### src/rtl/uart_transmitter.sv
// UART transmitter: start bit, WORD_SIZE data bits LSB first, one stop bit,
// each bit held for PULSE_WIDTH clocks. tx and tx_ready are registered.
module uart_transmitter #(
  parameter int WORD_SIZE   = 8,
  parameter int PULSE_WIDTH = 868,
  parameter int PACKET_SIZE = 10
) (
  input  logic                 clk,
  input  logic                 rstn,
  input  logic                 send_valid,
  input  logic [WORD_SIZE-1:0] data_bits,
  output logic                 tx_ready,
  output logic                 tx
);

  localparam int PCW = (PULSE_WIDTH > 1) ? $clog2(PULSE_WIDTH) : 1;
  localparam int BCW = $clog2(PACKET_SIZE);
  localparam logic [PCW-1:0] PULSE_LAST = PCW'(PULSE_WIDTH - 1);
  localparam logic [BCW-1:0] BIT_LAST   = BCW'(WORD_SIZE - 1);

  typedef enum logic [1:0] {
    IDLE  = 2'd0,
    START = 2'd1,
    DATA  = 2'd2,
    STOP  = 2'd3
  } state_t;

  state_t               state_reg;
  logic [PCW-1:0]       pulse_cnt_reg;
  logic [BCW-1:0]       bit_cnt_reg;
  logic [WORD_SIZE-1:0] shift_reg;
  logic                 tx_reg;
  logic                 tx_ready_reg;
  logic                 pulse_done;

  assign pulse_done = (pulse_cnt_reg == PULSE_LAST);
  assign tx         = tx_reg;
  assign tx_ready   = tx_ready_reg;

  always_ff @(posedge clk or negedge rstn) begin
    if (!rstn) begin
      state_reg     <= IDLE;
      pulse_cnt_reg <= '0;
      bit_cnt_reg   <= '0;
      shift_reg     <= '0;
      tx_reg        <= 1'b1;
      tx_ready_reg  <= 1'b1;
    end else begin
      case (state_reg)
        IDLE: begin
          pulse_cnt_reg <= '0;
          bit_cnt_reg   <= '0;
          if (send_valid) begin
            shift_reg    <= data_bits;
            tx_reg       <= 1'b0;
            tx_ready_reg <= 1'b0;
            state_reg    <= START;
          end
        end
        START: begin
          if (pulse_done) begin
            pulse_cnt_reg <= '0;
            tx_reg        <= shift_reg[0];
            state_reg     <= DATA;
          end else begin
            pulse_cnt_reg <= pulse_cnt_reg + 1'b1;
          end
        end
        DATA: begin
          if (pulse_done) begin
            pulse_cnt_reg <= '0;
            if (bit_cnt_reg == BIT_LAST) begin
              bit_cnt_reg <= '0;
              tx_reg      <= 1'b1;
              state_reg   <= STOP;
            end else begin
              // Present the next bit on the same edge the register shifts.
              shift_reg   <= shift_reg >> 1;
              tx_reg      <= shift_reg[1];
              bit_cnt_reg <= bit_cnt_reg + 1'b1;
            end
          end else begin
            pulse_cnt_reg <= pulse_cnt_reg + 1'b1;
          end
        end
        STOP: begin
          if (pulse_done) begin
            pulse_cnt_reg <= '0;
            tx_ready_reg  <= 1'b1;
            state_reg     <= IDLE;
          end else begin
            pulse_cnt_reg <= pulse_cnt_reg + 1'b1;
          end
        end
        default: begin
          state_reg    <= IDLE;
          tx_reg       <= 1'b1;
          tx_ready_reg <= 1'b1;
        end
      endcase
    end
  end

endmodule

### config.mk
export PLATFORM = sky130hd
export DESIGN_NAME = uart_transmitter
export DESIGN_NICKNAME = d
export VERILOG_FILES = /design/src/rtl/uart_transmitter.sv
export SDC_FILE = /design/constraint.sdc
export NUM_CORES = 1
export LEC_CHECK = 0
export CORE_MARGIN = 2
export CORE_UTILIZATION = 30
export DETAILED_ROUTE_END_ITERATION = 10
export PLACE_DENSITY = 0.48
export SLEW_MARGIN = 0
export SYNTH_ARGS = -nofsm -noshare
export SYNTH_HDL_FRONTEND = slang
export SYNTH_SLANG_ARGS = --single-unit
### constraint.sdc
create_clock -name clk -period 2 [get_ports clk]
set_clock_uncertainty 0.1 [all_clocks]
set_input_delay 0.4 -clock clk [delete_from_list [all_inputs] [get_ports clk]]
set_output_delay 0.4 -clock clk [all_outputs]
set_load 0.02 [all_outputs]
Word level (Yosys, flattened, before mapping) --
Index checks and enable logic that the tools add are counted.
Cells by class: add/sub/neg operators 2, equality and inequality tests 11, multiplexer cells 22, reduce and logical (&&, ||, !) cells 10
Operators with widths (number):
- $mux 8 | 3
- $pmux 10 s2 | 1
- $pmux 8 s2 | 1
- $ne 2x2->1 const B | 6
- $add 10x1->10 const B | 1
- $eq 10x10->1 const B | 1
- $mux 10 | 1
- $mux 2 | 5
- $mux 4 | 2
- $pmux 2 s4 | 1
- $pmux 4 s2 | 1
- $reduce_and 4->1 | 2
- $mux 1 | 5
- $reduce_and 5->1 | 1
- $add 4x1->4 const B | 1
- $eq 2x2->1 const B | 2
- $eq 4x3->1 const B | 1
- $reduce_bool 2->1 | 2
- $pmux 1 s3 | 1
- $reduce_and 3->1 | 1
- $reduce_bool 3->1 | 1
- $reduce_or 3->1 | 1
- $eq 2x1->1 const B | 1
- $logic_not 2->1 | 1
- 2 further kinds | 2
Word-level totals: flip-flop bits (word level) 26, output and inout bits 2

Logic depth before layout (Yosys ltp) --
word-level depth 4, gate-level depth with buffers 7, mapped depth without buffers 6

Least setup slack after synthesis --
No wires, ideal clock.
kind flip-flop to flip-flop, from reg state_reg[0], to reg shift_reg[6], setup time 0.123 ns, arrival time 1.826 ns, required time 1.777 ns, path slack -0.049 ns, stages on the path, launching flop included 8, buffers on the path 2, clock period less this slack 2.049 ns, path through dfrtp_1 inv_1 ha_1 clkbuf_1 mux2_2 clkbuf_1 nand3_2 o221a_2
Between the ends: word-level cells in the longest chain between the ends 3
RTL lines:
- start: declaration | line 28 | state_t state_reg;
- start signal: assignment | line 42 | state_reg <= IDLE;
- start signal: assignment | line 57 | state_reg <= START;
- start signal: assignment | line 64 | state_reg <= DATA;
- $eq 2x2->1 / $logic_not 2->1 (equally long branches) | line 49 | case (state_reg)
- $ne 2x2->1 (no source line) / $reduce_bool 2->1 (equally long branches)
- $reduce_and 4->1 (no source line)
- end signal: assignment | line 54 | shift_reg <= data_bits;
- end signal: assignment | line 78 | shift_reg <= shift_reg >> 1;
- end: declaration | line 31 | logic [WORD_SIZE-1:0] shift_reg;
Parallel ways exist; a longest one is shown, timed or not. A chain may end at the register's enable or synchronous reset.

Final worst setup path --
from reg tx_ready_reg (netlist: tx_ready), to out tx_ready
RTL lines:
- start: declaration | line 33 | logic tx_ready_reg;
- start signal: assignment | line 47 | tx_ready_reg <= 1'b1;
- start signal: assignment | line 56 | tx_ready_reg <= 1'b0;
- start signal: assignment | line 89 | tx_ready_reg <= 1'b1;
- end: declaration | line 12 | output logic tx_ready,
No word-level cell between the ends.

==> impl_metrics.py <==
metrics = {
    "outcome": {
        "status": "finished, final reports clean",
    },
    "clock_network": {
        "cts-root-buf": "clkbuf_8",
        "cts_hold_buf": 0,
        "cts_buffer_depth": 2,
        "insertion_delay_ns": 0.27,
        "h-tree-depth": 1,
        "numCtsBuffers": 3,
        "cts_tree": "yes",
        "clock_sinks": 26,
        "clkTransAtPathRegs_ns": 0.09,
    },
    "timing": {
        "setup_viol": 0,
        "post-route-period-util": 0.9565,
        "period_needed_ns": 1.913,
        "rsz0062_at_grt": "no",
        "report.final.slew_viol_count": 0,
        "setup_slack_ns": 0.08691,
        "tightestPinTransition_ns": 0.3552,
        "hold_viol": 0,
        "setup_tns_ns": 0,
        "whs_ns": 0.3928,
        "maxSlewHeadroom": 0.7632,
        "fmax_mhz": 522.7,
    },
    "drt": {
        "postRouteAntennaNets": 0,
        "drc_errors": 0,
        "wl_per_cell_um": 14.28,
        "via_count": 1072,
        "firstDrtPassIters": 4,
        "drtIter0Drc": 89,
        "viasPerCell": 5.204,
        "drt_wl_total_um": 2941,
    },
    "synth": {
        "synth_warnings": 0,
        "yosys.area_share.simple": 0.1650,
        "synth_area_leaders": "dfrtp_1 42%, o221a_2 5.6%, ha_1 5.3%",
        "ys_ff_latch": 26,
        "synth_top_family_by_area": "compound AO/OA/AOI/OAI gates",
        "synth_area_um2": 1418,
        "ys_seq_area_frac": 0.4607,
        "synth_top_area_share": 0.4237,
        "synth_top_area_cell": "dfrtp_1",
        "avgSynthCellArea_um2": 11.08,
        "synth_cells": 128,
        "yosysUniqueCellTypes": 38,
        "synth_compound_area_frac": 0.1898,
        "synthMuxAreaShare": 0.04501,
        "synth_fa_ha_area_frac": 0.05296,
        "syn_nets": 145,
        "synth-xor-area-share": 0.05560,
    },
    "global_routing": {
        "grt_overflow_total": 0,
        "first_global_vias": 1075,
        "grt_pass1_wl_um": 5133,
        "antenna_found_initial": 0,
        "grt_usage": 0.1256,
        "grt_max_degree": 27,
    },
    "layout": {
        "drive_gt1_frac": 0.2171,
        "largest_reg_flops": 10,
        "final_net_count": 170,
        "diodes": 0,
        "area_growth_syn_to_layout_pct": 22.24,
        "fillCellCount": 471,
    },
    "floorplanning": {
        "rows": 25,
        "die-area_um2": 5291,
        "die_w_um": 72.74,
        "core_um2": 4629,
        "ios": 13,
        "initial_core_util": 0.3062,
        "fp.dieH_um": 72.74,
    },
    "critical_path": {
        "crit-reg2reg-launch": "pulse_cnt_reg[4]",
        "cp_slowest_cell": "clkdlybuf4s50_1",
        "reg2reg_slack_ns": 0.11,
        "cp_max_fo": 3,
        "endpoint_kind": "output port",
        "crit_family": "buffers and inverters",
        "required_ns": 1.50,
        "worstPathArrival_ns": 1.41,
        "critPathKind": "register to output port",
        "critPathLaunchType": "register",
        "r2r_cells": 5,
        "critical_path.max_stage_delay_ns": 0.60,
        "worstPathCellList": "clkdlybuf4s50_1",
        "r2r-end": "bit_cnt_reg[3]",
        "critical_path_buf_inv_count": 1,
    },
    "power_and_ir_drop": {
        "seqPwrFrac": 0.608,
        "p_leak_nw": 0.7369,
        "ir_worst_vdd_mv": 0.2409,
        "switchingPower_uw": 176.2,
        "powerDensity_nw_per_um2": 498.6,
        "clkPwrFrac": 0.353,
        "internal_power_uw": 687.8,
        "p_comb_frac": 0.039,
        "switching_share": 0.2039,
    },
    "placement": {
        "post-dp-hpwl_um": 2071,
        "gp_congestion": 0.7427,
        "io_buffer_count": 12,
        "pre_cts_slack_ns": 0.06895,
    },
    "job": {
        "maxCapViolCount": 0,
    },
    "min_path": {
        "hold_path_class": "input pin to async pin",
    },
}
==> synth_stat cells <==
cell      number
nor3_1         9
a221o_1        1
a21boi_0       1
buf_2          2
nand2b_1       1
nor4_1         1
nand4_1        2
o21ai_0        4
o22a_1         7
a32o_1         1
clkbuf_1       4
mux2_2         1
mux2_1         2
inv_1          5
o211ai_1       1
nor3b_1        1
nor3_4         1
o21a_1         1
nand4b_1       1
mux2i_1        3
or3_4          1
xor2_1         6
nor2_1         6
o221a_2        7
a41oi_1        1
dfrtp_1       24
nand3_2        1
and4_1         2
and3_1         2
nand3_1        3
o221ai_2       1
o41ai_4        1
xnor2_1        3
a21oi_1        3
dfstp_2        2
nand2_1        9
and3b_1        1
ha_1           6
==> worst register-to-register path, cell delays in order, from the launching register on <==
cell and delay, ns:
dfrtp_1 0.39, or3_4 0.43, nor3_4 0.28, buf_4 0.17, a41oi_1 0.12, a221o_1 0.28
==> power groups by stage <==
| stage | clock network (mW) | registers, mW | logic (mW) |
|---|---|---|---|
| after floorplan | 0 | 0.536 | 0.00187 |
| after global placement | 0 | 0.536 | 0.0350 |
| after detailed placement | 0 | 0.536 | 0.0354 |
| after CTS | 0.329 | 0.525 | 0.0355 |
| after global routing | 0.346 | 0.526 | 0.0382 |
| final | 0.305 | 0.525 | 0.0340 |
==> layout make-up <==
type | instances | area [um2] | share of cell area
Clock buffer | 4 | 45.04 | 0.02599
Multi-Input combinational cell | 91 | 723.2 | 0.4173
Timing Repair Buffer | 26 | 225.2 | 0.1300
Sequential cell | 26 | 653.1 | 0.3769
Inverter | 5 | 18.77 | 0.01083
Tap cell | 54 | 67.56 | 0.03899
==> cells in the final DEF (no fill, tap or decap), types with 2 or more instances in the layout <==
cell type,count
nand2_1,9
xnor2_1,3
mux2_1,2
xor2_1,6
nand3_1,3
o22a_1,7
and4_1,2
o21ai_0,4
buf_4,14
clkdlybuf4s50_1,12
nor3_1,9
nand4_1,2
a21oi_1,3
nor2_1,6
ha_1,5
o221a_2,7
dfstp_2,2
inv_1,5
and3_1,2
clkbuf_8,3
dfrtp_1,24
mux2i_1,3
==> through the flow <==
stage,power (mW),cells,utilization,cell area (um2)
4_1_cts,0.8902,202,0.3673,1700
6_report,0.8640,206,0.3743,1733
2_1_floorplan,0.5377,128,-,1419
3_5_place_dp,0.5711,198,0.3576,1655
3_3_place_gp,0.5707,198,0.3576,1655
5_1_grt,0.9102,206,0.3743,1733
==> worst max path at each step <==
stage | cells after the start | end | startpoint | slack, ns
finish | 1 | tx_ready | tx_ready | 0.09
global route | 6 | shift_reg[3] | pulse_cnt_reg[1] | 0.01
CTS | 1 | tx_ready | tx_ready | 0.06
detailed placement | 5 | shift_reg[5] | send_valid | 0.07
global placement | 5 | shift_reg[6] | send_valid | 0.07
floorplan | 7 | shift_reg[6] | state_reg[0] | 0.08
==> cell families (layout without fill, tap and decap cells) <==
family | count (synthesis) | count (layout)
mux | 6 | 6
xor+xnor | 9 | 9
flops | 26 | 26
simple gates | 41 | 41
compound gates | 29 | 29
buf+inv | 11 | 35
fa+ha+maj | 6 | 6
==> metal layers <==
| metal | vias up | global-route usage | wire length, um |
|---|---|---|---|
| li1 | 529 | - | - |
| met1 | 523 | 0.1638 | 1404 |
| met2 | 15 | 0.2020 | 1399 |
| met3 | 5 | 0.02901 | 94 |
| met4 | 0 | 0.04938 | 43 |
| met5 | - | 0 | 0 |
==> what timing repair did <==
action,4_1_cts,5_1_grt
endpoints found under the setup margin,0,11
hold endpoints to repair,0,0
gates resized for setup,0,1
setup buffers,0,4
Note: power is estimated with default switching activity, not from simulation.
